--- src/rtl/core_issue_sequencer_pkg.sv ---
// Shared definitions for the core issue sequencer: instruction width and the
// sequencer FSM state encoding (3 bits).
package core_issue_sequencer_pkg;

  localparam int INSTRUCTION_WIDTH = 32;
  localparam int SEQ_STATE_WIDTH   = 3;

  typedef enum logic [SEQ_STATE_WIDTH-1:0] {
    SEQ_IDLE   = 3'd0,
    SEQ_LAUNCH = 3'd1,
    SEQ_ACK    = 3'd2,
    SEQ_RUN    = 3'd3,
    SEQ_HALT   = 3'd4
  } seq_state_e;

  // Width of an occupancy counter able to hold 0..depth inclusive.
  function automatic int count_width(input int depth);
    return $clog2(depth) + 1;
  endfunction

endpackage

--- src/rtl/core_issue_sequencer_fifo.sv ---
// Synchronous instruction FIFO feeding the issue sequencer.
// Ports:
//   clk, reset      clock, asynchronous active-low reset
//   push, data_in   write request and data (ignored when full or clearing)
//   pop             read request (ignored when empty or clearing)
//   clear           synchronous flush: pointers and count return to zero
//   head            entry at the read pointer
//   count           entries held (0..DEPTH)
//   full, empty     occupancy flags
module core_issue_sequencer_fifo
  import core_issue_sequencer_pkg::*;
#(
  parameter int DEPTH = 8,
  parameter int WIDTH = INSTRUCTION_WIDTH
) (
  input  logic                         clk,
  input  logic                         reset,
  input  logic                         push,
  input  logic                         pop,
  input  logic                         clear,
  input  logic [WIDTH-1:0]             data_in,
  output logic [WIDTH-1:0]             head,
  output logic [count_width(DEPTH)-1:0] count,
  output logic                         full,
  output logic                         empty
);

  localparam int AW = $clog2(DEPTH);
  localparam int CW = count_width(DEPTH);

  logic [WIDTH-1:0] mem [DEPTH];
  logic [AW-1:0]    rd_ptr;
  logic [AW-1:0]    wr_ptr;
  logic             do_push;
  logic             do_pop;

  assign full    = (count == CW'(DEPTH));
  assign empty   = (count == '0);
  assign do_push = push && !full && !clear;
  assign do_pop  = pop && !empty && !clear;
  assign head    = mem[rd_ptr];

  always_ff @(posedge clk) begin
    if (do_push) begin
      mem[wr_ptr] <= data_in;
    end
  end

  // Pointers wrap naturally since DEPTH is a power of two.
  always_ff @(posedge clk or negedge reset) begin
    if (!reset) begin
      rd_ptr <= '0;
      wr_ptr <= '0;
      count  <= '0;
    end else if (clear) begin
      rd_ptr <= '0;
      wr_ptr <= '0;
      count  <= '0;
    end else begin
      if (do_push) wr_ptr <= wr_ptr + AW'(1);
      if (do_pop)  rd_ptr <= rd_ptr + AW'(1);
      case ({do_push, do_pop})
        2'b10:   count <= count + CW'(1);
        2'b01:   count <= count - CW'(1);
        default: count <= count;
      endcase
    end
  end

endmodule

--- src/rtl/core_issue_sequencer.sv ---
// Issues buffered instructions one at a time to the core and tracks completion.
// Ports:
//   clk, reset                  core clock, asynchronous active-low reset
//   enable                      permits new launches
//   flush                       1-cycle: empty the queue, clear error
//   instr_valid/instr_data      push interface, instr_ready = queue not full
//   core_busy                   core busy status
//   core_start                  1-cycle launch pulse (registered)
//   core_instruction            holding register, changes only on a pop
//   queue_count                 entries queued
//   retired_count               completed instructions, wraps
//   idle                        FSM idle and queue empty
//   error                       sticky ack-timeout flag
//
// state  | meaning
// IDLE   | waiting for enable, a queued entry and core not busy
// LAUNCH | core_start high, ack timer loaded
// ACK    | waiting for core_busy; timer runs down to the timeout
// RUN    | core busy; retire when busy drops
// HALT   | core never acknowledged; wait for flush
module core_issue_sequencer
  import core_issue_sequencer_pkg::*;
#(
  parameter int DEPTH       = 8,
  parameter int INSTR_W     = INSTRUCTION_WIDTH,
  parameter int ACK_TIMEOUT = 4,
  parameter int CNT_W       = 16
) (
  input  logic                          clk,
  input  logic                          reset,
  input  logic                          enable,
  input  logic                          flush,
  input  logic                          instr_valid,
  input  logic [INSTR_W-1:0]            instr_data,
  output logic                          instr_ready,
  input  logic                          core_busy,
  output logic                          core_start,
  output logic [INSTR_W-1:0]            core_instruction,
  output logic [count_width(DEPTH)-1:0] queue_count,
  output logic [CNT_W-1:0]              retired_count,
  output logic                          idle,
  output logic                          error
);

  localparam int TMR_W = (ACK_TIMEOUT > 1) ? $clog2(ACK_TIMEOUT) : 1;
  localparam logic [TMR_W-1:0] TMR_LOAD = TMR_W'(ACK_TIMEOUT - 1);

  seq_state_e         state;
  seq_state_e         state_next;
  logic [TMR_W-1:0]   timer;
  logic [INSTR_W-1:0] fifo_head;
  logic               fifo_full;
  logic               fifo_empty;
  logic               push;
  logic               pop;
  logic               timer_load;
  logic               timer_dec;
  logic               err_set;
  logic               retire;

  assign push        = instr_valid && !fifo_full && !flush;
  assign instr_ready = !fifo_full;
  assign idle        = (state == SEQ_IDLE) && fifo_empty;

  core_issue_sequencer_fifo #(
    .DEPTH (DEPTH),
    .WIDTH (INSTR_W)
  ) u_fifo (
    .clk     (clk),
    .reset   (reset),
    .push    (push),
    .pop     (pop),
    .clear   (flush),
    .data_in (instr_data),
    .head    (fifo_head),
    .count   (queue_count),
    .full    (fifo_full),
    .empty   (fifo_empty)
  );

  always_ff @(posedge clk or negedge reset) begin
    if (!reset) state <= SEQ_IDLE;
    else        state <= state_next;
  end

  always_comb begin
    state_next = state;
    pop        = 1'b0;
    timer_load = 1'b0;
    timer_dec  = 1'b0;
    err_set    = 1'b0;
    retire     = 1'b0;
    case (state)
      SEQ_IDLE: begin
        // A busy core here was started by someone else: hold off.
        if (enable && !fifo_empty && !core_busy && !flush) begin
          pop        = 1'b1;
          state_next = SEQ_LAUNCH;
        end
      end
      SEQ_LAUNCH: begin
        timer_load = 1'b1;
        state_next = SEQ_ACK;
      end
      SEQ_ACK: begin
        if (core_busy) begin
          state_next = SEQ_RUN;
        end else if (timer == '0) begin
          err_set    = 1'b1;
          state_next = SEQ_HALT;
        end else begin
          timer_dec = 1'b1;
        end
      end
      SEQ_RUN: begin
        if (!core_busy) begin
          retire     = 1'b1;
          state_next = SEQ_IDLE;
        end
      end
      SEQ_HALT: begin
        if (flush) state_next = SEQ_IDLE;
      end
      default: state_next = SEQ_IDLE;
    endcase
  end

  // Timer is loaded with ACK_TIMEOUT-1 and counts down, so ACK lasts at
  // most ACK_TIMEOUT cycles before the timeout fires.
  always_ff @(posedge clk or negedge reset) begin
    if (!reset) begin
      core_start       <= 1'b0;
      core_instruction <= '0;
      timer            <= '0;
      retired_count    <= '0;
      error            <= 1'b0;
    end else begin
      core_start <= pop;
      if (pop)             core_instruction <= fifo_head;
      if (timer_load)      timer <= TMR_LOAD;
      else if (timer_dec)  timer <= timer - TMR_W'(1);
      if (retire)          retired_count <= retired_count + CNT_W'(1);
      if (err_set)         error <= 1'b1;
      else if (flush)      error <= 1'b0;
    end
  end

endmodule
--- config.mk ---
export PLATFORM = sky130hd
export DESIGN_NAME = core_issue_sequencer
export DESIGN_NICKNAME = d
export VERILOG_FILES = /design/src/rtl/core_issue_sequencer_pkg.sv /design/src/rtl/core_issue_sequencer_fifo.sv /design/src/rtl/core_issue_sequencer.sv
export SDC_FILE = /design/constraint.sdc
export NUM_CORES = 1
export LEC_CHECK = 0
export ABC_AREA = 1
export CAP_MARGIN = 20
export CORE_MARGIN = 2
export CORE_UTILIZATION = 40
export DETAILED_ROUTE_END_ITERATION = 8
export GPL_ROUTABILITY_DRIVEN = 0
export GPL_TIMING_DRIVEN = 0
export SYNTH_ARGS = -nofsm -noshare
export SYNTH_HDL_FRONTEND = slang
export SYNTH_HIERARCHICAL = 1
export SYNTH_SLANG_ARGS = --single-unit
--- constraint.sdc ---
create_clock -name clk -period 8.2 [get_ports clk]
set_clock_uncertainty 0.2 [all_clocks]
set_input_delay 1.64 -clock clk [delete_from_list [all_inputs] [get_ports clk]]
set_output_delay 1.64 -clock clk [all_outputs]
set_load 0.005 [all_outputs]
==> impl_results.md <==
* GRT overflow at 0
* Period minus WS final at 4130 ps
* Total CTS buffers at 36
* Synth-to-Final Area Change at 23.0%
* CP max FO at 9
* TritonRoute pass-1 iters at 5
* Via density at 5.11
* DIE WIDTH at 185 um
* RSZ-0062 raised after global routing: no
* Post-synthesis adder-cell area fraction at 0.728%
* Final worst path period share at 50.3%
* Setup total negative slack at 0 ps
* Die height at 185 um
* Simple-gate area share of the yosys netlist at 11.8%
* VDD IR-drop max at 0.142 mV
* Synth async-reset ratio at 20.2%
* Pleak at 5.80 nW
* Worst min path class: reg2reg
* Final Max Slew Viols at 0
* 1st-iter DRT viols at 811
* Worst-Margin Slew at 705 ps
* Non-Filler Instances at 1,654
* Initial antenna violation count at 1
* Final Hold Viols at 0
* # DRC at 0
* Core Box Area at 0.0324 mm^2
* Xor and xnor fraction of the mapped netlist area at 0.594%
* Fmax at 0.242 GHz
* PortBufs at 93
* Vias in the first global route at 8,353
* Setup-failing EPs final at 0
* Syn Inst Count at 1,044
* Post-DRT Antenna Nets at 0
* Status: finished clean
* Post-synth EDFFs at 256
* WL/cell at 18.9 um
* Inst Count DP at 1,588
* Seq cells post-synth at 321
* First-pass GRT wire length at 48,200 um
* Max-cap violations at 0
* Clk pin slew, worst setup/hold paths at 60 ps
* Ports at 94
* Post-synthesis sequential area ratio at 71.3%
* H-tree levels at 2
* CTS max path bufs at 3
* Largest family of logic cells by synthesized area: simple AND/OR/NAND/NOR gates
* Postcts setup bufs at 0
* GRT Util Overall at 18.6%
* CP arrival at 4330 ps
* Post-Route WL at 31,200 um
* Setup crit end kind: flop
* Dpl hpwl at 20,100 um
* # rows at 66
* Via count at 8,449
* Critical Path Source Type: input port
* Post_cts resized at 0
* Clock sink total at 321
* Largest net degree at the start of global routing at 53
* Hold buffers post-CTS at 0
* Synth Area per Inst at 12.5 um^2
* Clk Latency, worst-skew pair at 520 ps
* Mux cell area share after synthesis at 4.90%
* Top FF cell, synth: edfxtp_1
* CTS root buf: clkbuf_16
* Unique masters post-synth at 40
* Synth Warn # at 6
* Slew margin rel. at 53.0%
* Required time of the worst setup path at 8410 ps
* # diodes at 0
* Layout cells sized above 1 at 8.99%
* Die area at 0.0341 mm^2
* WS Path Type: in2reg
* Power per standard cell area at 255 mW/mm^2
* Synthesized Nets at 1,089
* Cell Area, Synth at 0.0131 mm^2
* TritonCTS clock tree: built
* Synth Area in Compound Gates at 7.49%
* Initial Util at 40.4%
* Final #Nets at 1,229
-- metrics by stage --
| step | util [%] | worst slack (ps) | power [mW] | area [um^2] | hold WS [ps] |
|---|---|---|---|---|---|
| after floorplan | - | 4060 | 2.16 | 13100 | 270 |
| after global placement | 44.9 | 1930 | 2.45 | 14500 | 270 |
| after detailed placement | 45.8 | 3550 | 2.46 | 14800 | 275 |
| after CTS | 49.6 | 4060 | 4.13 | 16100 | 292 |
| after global routing | 49.6 | 3680 | 4.27 | 16100 | 324 |
| final | 49.6 | 4070 | 4.09 | 16100 | 289 |
-- cells in the final DEF, fill, tap and decap left out, types with 3 or more instances in the layout --
master | netlist | final
nor2_4 | 1 | 9
dfrtp_1 | 65 | 65
clkbuf_16 | 0 | 38
clkbuf_1 | 27 | 31
o21ai_0 | 97 | 97
clkinvlp_4 | 0 | 3
buf_2 | 8 | 8
nor3_1 | 4 | 4
nand3_1 | 20 | 20
buf_12 | 1 | 5
bufinv_16 | 0 | 5
mux2i_1 | 64 | 64
clkbuf_2 | 3 | 3
buf_16 | 0 | 5
buf_4 | 7 | 8
edfxtp_1 | 256 | 256
clkinv_1 | 1 | 8
inv_1 | 33 | 33
xnor2_1 | 5 | 5
nand4_1 | 3 | 3
o22ai_1 | 64 | 64
clkbuf_8 | 0 | 3
a21oi_1 | 4 | 4
nand2_1 | 250 | 250
clkinv_2 | 0 | 5
clkdlybuf4s50_1 | 0 | 92
ha_1 | 6 | 6
nor2_1 | 93 | 85
o21ai_1 | 7 | 7
-- worst max-delay path, cell delays in order --
cell and delay [ps]:
clkdlybuf4s50_1 560, nor2_1 220, nand4_1 140, nor3_1 390, nand3_1 200, nor2_1 310, ha_1 340, nand3_1 120
nand4_1 80, nand2_1 90, inv_1 40, nand2_1 50, nand2_1 50, nand2_1 50, nand2_1 50
-- power breakdown --
group | switching, mW | internal [mW]
Sequential | 0.0724 | 1.86
Combinational | 0.252 | 0.241
Clock | 0.636 | 1.03
-- layer usage --
metal | share of wire, % | GRT usage [%]
met5 | 0.051 | 0
met4 | 1.6 | 4.51
met3 | 6.3 | 2.94
met2 | 48 | 31.7
met1 | 44 | 25.1
-- flip-flops by register name, indices dropped and copies added (netlist names) --
signal            count
state                 3
u_fifo/count          4
error                 1
u_fifo/mem          256
u_fifo/wr_ptr         3
retired_count        16
core_start            1
timer                 2
core_instruction     32
u_fifo/rd_ptr         3
-- final cells by class --
type,instances,area [um^2]
clock inverters,21,240
fillers,2864,16300
well taps,442,553
multi-input cells,637,3390
repair buffers,102,1150
clock buffers,45,1010
flip-flops and latches,321,9310
plain buffers,51,289
inverters,35,131
-- cell families (layout without fill, tap and decap cells) --
kind of cell               count (synthesis)  after routing
adders and majority gates                  7              7
DFF                                      321            321
xor gates and xnor gates                   8              8
muxes                                     64             64
AOI/OAI and AO/OA                        177            177
and+or+nand+nor                          381            381
buffers and inverters                     86            254
-- path summary, 6_finish.rpt --
check                                     start              endpoint  slack (ps)  depth (start not counted)
max                                       flush       u_fifo/count[3]        4070                         15
min                        core_instruction[26]  core_instruction[26]         290                          2
max reg2reg                     u_fifo/count[0]       u_fifo/count[3]        5020                         17
min reg2reg                core_instruction[26]  core_instruction[26]         290                          2
max in group asynchronous                 reset  core_instruction[25]        6430                          2
min in group asynchronous                 reset  core_instruction[15]         810                          1
-- cells in the mapped netlist, types with 3 or more instances --
cell,count,area share (%)
o22ai_1,64,3.1
a21oi_1,4,0.15
nor3_1,4,0.15
dfrtp_1,65,12
xnor2_1,5,0.34
o21ai_1,7,0.27
buf_4,7,0.40
mux2i_1,64,4.9
nor2_1,93,2.7
inv_1,33,0.95
edfxtp_1,256,59
nand3_1,20,0.77
clkbuf_2,3,0.11
buf_2,8,0.31
ha_1,6,0.57
o21ai_0,97,3.7
nand4_1,3,0.14
nand2_1,250,7.2
clkbuf_1,27,0.78
(Power assumes the default switching activity.)
